### config.mk
export PLATFORM = sky130hd
export DESIGN_NAME = toy_bus_age_arb_n
export DESIGN_NICKNAME = d
export VERILOG_FILES = /design/src/rtl/toy_bus_age_arb_n.sv
export SDC_FILE = /design/constraint.sdc
export NUM_CORES = 1
export LEC_CHECK = 0
export CORE_AREA = 2 2 164 166
export DETAILED_ROUTE_END_ITERATION = 8
export DIE_AREA = 0 0 166 168
export PLACE_DENSITY = 0.46
export SETUP_SLACK_MARGIN = 0.15
export SLEW_MARGIN = 10
export SYNTH_ARGS = -nofsm -noshare
export SYNTH_HDL_FRONTEND = slang
export SYNTH_SLANG_ARGS = --single-unit
### constraint.sdc
create_clock -name clk -period 2.13 [get_ports clk]
set_input_delay 0.426 -clock clk [delete_from_list [all_inputs] [get_ports clk]]
set_output_delay 0.426 -clock clk [all_outputs]
set_load 0.02 [all_outputs]
### src/rtl/toy_bus_age_arb_n.sv
// toy_bus_age_arb_n: N-input least-recently-granted (age matrix) arbiter for ToyBusReq with grant locking
//
// Ports:
//   clk, rst_n                  clock, asynchronous active-low reset
//   in_vld / in_rdy             per-channel request handshake (in_rdy one-hot or zero)
//   in_addr .. in_tgt_id        flattened per-channel payloads, channel k at [k*W +: W]
//   in_lock                     1 = next beat from this channel must follow this one
//   out_vld / out_rdy           merged output handshake
//   out_addr .. out_tgt_id      selected payload
//   out_grant                   one-hot source of the current out_vld beat, zero when idle
module toy_bus_age_arb_n #(
    parameter int N_IN    = 4,
    parameter int ADDR_W  = 32,
    parameter int DATA_W  = 32,
    parameter int ID_W    = 4,
    parameter int OP_W    = 4,
    parameter int LOCK_EN = 1,
    parameter int OUT_REG = 0
) (
    input  logic                       clk,
    input  logic                       rst_n,
    input  logic [N_IN-1:0]            in_vld,
    output logic [N_IN-1:0]            in_rdy,
    input  logic [N_IN*ADDR_W-1:0]     in_addr,
    input  logic [N_IN*DATA_W/8-1:0]   in_strb,
    input  logic [N_IN*DATA_W-1:0]     in_data,
    input  logic [N_IN*OP_W-1:0]       in_opcode,
    input  logic [N_IN*ID_W-1:0]       in_src_id,
    input  logic [N_IN*ID_W-1:0]       in_tgt_id,
    input  logic [N_IN-1:0]            in_lock,
    output logic                       out_vld,
    input  logic                       out_rdy,
    output logic [ADDR_W-1:0]          out_addr,
    output logic [DATA_W/8-1:0]        out_strb,
    output logic [DATA_W-1:0]          out_data,
    output logic [OP_W-1:0]            out_opcode,
    output logic [ID_W-1:0]            out_src_id,
    output logic [ID_W-1:0]            out_tgt_id,
    output logic [N_IN-1:0]            out_grant
);
    localparam int SW = DATA_W / 8;

    // age[i][j] = 1: j is older than i, so i yields to j
    logic [N_IN-1:0] age [N_IN];
    logic [N_IN-1:0] sel, grant, acc, lock_q, lock_nx;
    logic            lock_act, lock_act_nx, seq_q, seq_nx;
    logic            fwd_vld, load, vld_q;
    logic [ADDR_W-1:0] m_addr;
    logic [SW-1:0]     m_strb;
    logic [DATA_W-1:0] m_data;
    logic [OP_W-1:0]   m_opcode;
    logic [ID_W-1:0]   m_src_id, m_tgt_id;

    // diagonal is masked: a channel never yields to itself
    always_comb begin
        sel = '0;
        for (int i = 0; i < N_IN; i++)
            sel[i] = in_vld[i] & ~|(age[i] & in_vld & ~(N_IN'(1) << i));
    end

    assign grant   = lock_act ? lock_q : sel;
    assign load    = (OUT_REG != 0) ? (~vld_q | out_rdy) : out_rdy;
    assign in_rdy  = grant & {N_IN{load}};
    assign acc     = in_vld & in_rdy;
    assign fwd_vld = |(in_vld & grant);

    always_comb begin
        m_addr   = '0;
        m_strb   = '0;
        m_data   = '0;
        m_opcode = '0;
        m_src_id = '0;
        m_tgt_id = '0;
        for (int k = 0; k < N_IN; k++) begin
            m_addr   = m_addr   | ({ADDR_W{grant[k]}} & in_addr[k*ADDR_W +: ADDR_W]);
            m_strb   = m_strb   | ({SW{grant[k]}}     & in_strb[k*SW +: SW]);
            m_data   = m_data   | ({DATA_W{grant[k]}} & in_data[k*DATA_W +: DATA_W]);
            m_opcode = m_opcode | ({OP_W{grant[k]}}   & in_opcode[k*OP_W +: OP_W]);
            m_src_id = m_src_id | ({ID_W{grant[k]}}   & in_src_id[k*ID_W +: ID_W]);
            m_tgt_id = m_tgt_id | ({ID_W{grant[k]}}   & in_tgt_id[k*ID_W +: ID_W]);
        end
    end

    // seq_q separates a sequence lock (survives an idle owner) from a stability
    // lock (dropped as soon as the stalled beat disappears)
    always_comb begin
        lock_act_nx = lock_act;
        lock_nx     = lock_q;
        seq_nx      = seq_q;
        if (|acc) begin
            lock_act_nx = (LOCK_EN != 0) && |(acc & in_lock);
            lock_nx     = acc;
            seq_nx      = lock_act_nx;
        end else if (OUT_REG == 0 && fwd_vld && !out_rdy) begin
            lock_act_nx = 1'b1;
            lock_nx     = grant;
        end else if (lock_act && !seq_q) begin
            lock_act_nx = 1'b0;
        end
    end

    always_ff @(posedge clk or negedge rst_n) begin
        if (!rst_n) begin
            lock_act <= 1'b0;
            lock_q   <= '0;
            seq_q    <= 1'b0;
        end else begin
            lock_act <= lock_act_nx;
            lock_q   <= lock_nx;
            seq_q    <= seq_nx;
        end
    end

    // accepted channel becomes youngest: its row fills, its column clears elsewhere
    always_ff @(posedge clk or negedge rst_n) begin
        if (!rst_n) begin
            for (int i = 0; i < N_IN; i++)
                for (int j = 0; j < N_IN; j++)
                    age[i][j] <= (j < i);
        end else if (|acc) begin
            for (int i = 0; i < N_IN; i++)
                age[i] <= acc[i] ? '1 : (age[i] & ~acc);
        end
    end

    if (OUT_REG != 0) begin : g_reg
        logic [ADDR_W-1:0] q_addr;
        logic [SW-1:0]     q_strb;
        logic [DATA_W-1:0] q_data;
        logic [OP_W-1:0]   q_opcode;
        logic [ID_W-1:0]   q_src_id, q_tgt_id;
        logic [N_IN-1:0]   q_grant;
        always_ff @(posedge clk or negedge rst_n) begin
            if (!rst_n) begin
                vld_q    <= 1'b0;
                q_grant  <= '0;
                q_addr   <= '0;
                q_strb   <= '0;
                q_data   <= '0;
                q_opcode <= '0;
                q_src_id <= '0;
                q_tgt_id <= '0;
            end else if (load) begin
                vld_q    <= fwd_vld;
                q_grant  <= in_vld & grant;
                q_addr   <= m_addr;
                q_strb   <= m_strb;
                q_data   <= m_data;
                q_opcode <= m_opcode;
                q_src_id <= m_src_id;
                q_tgt_id <= m_tgt_id;
            end
        end
        assign out_vld    = vld_q;
        assign out_grant  = q_grant;
        assign out_addr   = q_addr;
        assign out_strb   = q_strb;
        assign out_data   = q_data;
        assign out_opcode = q_opcode;
        assign out_src_id = q_src_id;
        assign out_tgt_id = q_tgt_id;
    end else begin : g_comb
        assign vld_q      = 1'b0;
        assign out_vld    = fwd_vld;
        assign out_grant  = in_vld & grant;
        assign out_addr   = m_addr;
        assign out_strb   = m_strb;
        assign out_data   = m_data;
        assign out_opcode = m_opcode;
        assign out_src_id = m_src_id;
        assign out_tgt_id = m_tgt_id;
    end
endmodule

==> run metrics <==
TNS Setup -33.59 ns; failing checks negative setup slack; Hold Path Cell Cnt 2; area grow syn2layout 216%; minimum clock period 2.64 ns; Non-Filler Instances 1206; gpl congestion 0.781; outcome finished, violations left; clock transition at the registers of the reported paths 0.05 ns; Synth Instances 379; worst rel slew slack 0.673; vias in the first global route 5225; total CTS buffers 3; clk sinks 18; starting density of the core 0.0977; drt drc 0; Site Rows 60; Via density 4.32; first-pass detailed-route iteration total 7; post-layout total power 11.5 mW; setup ws final -0.511 ns; Register Area 459 um2; Post-Place Cells 1159; DR vias 5206; largest area contributor in the netlist a222oi_1; Yosys top cell area share 0.311; post-synthesis cell area 0.00257 mm2; clk_lat worst skew 0.25 ns; share of layout cells above drive strength 1 0.279; # diodes 0; flop2flop setup slack 0.02 ns; cell with the most instances after synthesis nand2_1; WS Path Type flip-flop to primary output; Root Driver clkbuf_16; I/O Buffers 419; Avg Synthesized Cell Area 6.79 um2; R2R depth 11; Place WS -1.19 ns; #FFs+latches synth 18; nets 1197; RSZ-0062 raised after global routing yes; R2R Path End lock_q[2]; WL final 22800 um; CP Launch Type flip-flop; WL met3 1860 um; skew final 0.00297 ns; GRT Total Usage 0.141; Hold Crit Class flip-flop to flip-flop; min-delay src age[4]; final setup fails 85; grt total ovfl 0; Final Hold Fails 0; number of synthesized flops with an enable pin 0; routed wire length on met2 11700 um; global-route wire length before repair 30700 um; Routed Antenna Nets 0; Max Fclk 379 MHz; antenna violations before repair 0; Leak Pwr 3.55 nW; Net Count, Synth 710; Max Fanout on Critical Path 8; CTS tree done; Crit. End Element primary output; Tightest Pin Transition 0.490 ns; CTS hold repair buffers 0; max-slew violation count 0; I/O pin total 420; chip height 168 um; Async SR Flop Fraction 1.00; Pwr per Cell Area 1410 mW/mm2; CP required 1.70 ns; Multi-input gate area 0.00203 mm2; largest net degree at the start of global routing 39; # H-tree levels 1; Hold Path End age[4]; post-synthesis sequential area ratio 0.178; Layout fillers 2806; area of the die 0.0279 mm2; Final Cycle Share 1.24; Data arrival, critical path 2.22 ns; Core ar. 0.0264 mm2; Yosys cell types 33; DP HPWL 16200 um; Yosys Warn Count 0; CTS Buffer Depth 2; M1 WL 8900 um; MaxCap Viol Count 0; top post-synthesis cells by area a222oi_1 31%, nand2_1 28%, dfrtp_1 12%; Primary FF master, synth dfrtp_1; worst vdd ir 0.559 mV; Chip Width 166 um; DR iter-0 viols 483; Top Metal Used met4; drt wl/cell 18.9 um; commonest cells in the netlist 193 x nand2_1, 80 x a222oi_1, 23 x clkbuf_1; reg2reg start lock_act
[worst max-delay path by stage]
stage | slack, ns | endpoint | depth (start not counted) | startpoint
global route | -0.60 | out_data[23] | 6 | age[8]
floorplan | 0.13 | out_addr[10] | 6 | age[8]
global placement | -1.20 | out_data[23] | 7 | in_vld[1]
finish | -0.51 | out_data[6] | 7 | age[8]
CTS | -0.52 | out_data[31] | 6 | age[8]
detailed placement | -1.19 | out_data[23] | 7 | in_vld[3]
[power breakdown]
part           switching (mW)  leakage (nW)  internal [mW]
Combinational            5.40          3.29           4.96
Clock                   0.132        0.0442          0.286
Sequential              0.155         0.207          0.566
Total                    5.69          3.55           5.81
[worst max-delay path, cell delays in order (launching register included)]
cell	delay, ns
dfstp_2	0.54
a22oi_2	0.09
a32o_4	0.38
buf_12	0.16
buf_16	0.14
a222oi_1	0.38
nand2_1	0.10
buf_2	0.17
[state kept, by name (all words and copies together), names as in the netlist]
name      flops
lock_act      1
lock_q        4
age          12
seq_q         1
[routing by layer]
metal | up-vias | global-route usage
li1 | 2461 | -
met1 | 2392 | 0.167
met2 | 335 | 0.270
met3 | 18 | 0.0254
met4 | 0 | 0.0197
met5 | - | 0
[layout by cell type, fill, tap and decap left out, types with 6 or more instances in the layout]
| cell | instances |
|---|---|
| nand2_1 | 188 |
| dfstp_2 | 6 |
| dfrtp_1 | 11 |
| buf_16 | 6 |
| buf_4 | 59 |
| buf_12 | 19 |
| a222oi_1 | 80 |
| nand2_2 | 6 |
| clkbuf_16 | 6 |
| clkdlybuf4s50_1 | 326 |
| buf_2 | 68 |
| buf_6 | 35 |
[metrics by stage]
step	hold WS, ns	instance area, um2	utilization
2_1_floorplan	0.130	2580	-
3_3_place_gp	0.449	7590	0.288
3_5_place_dp	0.453	7590	0.288
4_1_cts	0.459	7810	0.297
5_1_grt	0.477	8150	0.309
6_report	0.461	8150	0.309
[what timing repair did]
item                                    CTS  global route
endpoints found under the setup margin  103            94
hold endpoints to repair                  0             0
setup buffers                            19            12
cloned                                    7             5
gates resized for setup                 428            37
pin swaps                                48            56
[area by class of cell]
type / instances / area share
flip-flops and latches: 18 / 0.0564
multi-input cells: 314 / 0.249
repair buffers: 520 / 0.627
clock buffers: 4 / 0.0109
inverters: 9 / 0.00445
well taps: 341 / 0.0524
[kinds of logic (layout without fill, tap and decap cells)]
logic type / after synthesis / after routing / share of synthesized area
simple gates: 211 / 211 / 0.332
compound gates: 103 / 103 / 0.391
buf+inv: 47 / 533 / 0.0996
flops: 18 / 18 / 0.178
Power figures use the tool's default switching activity.
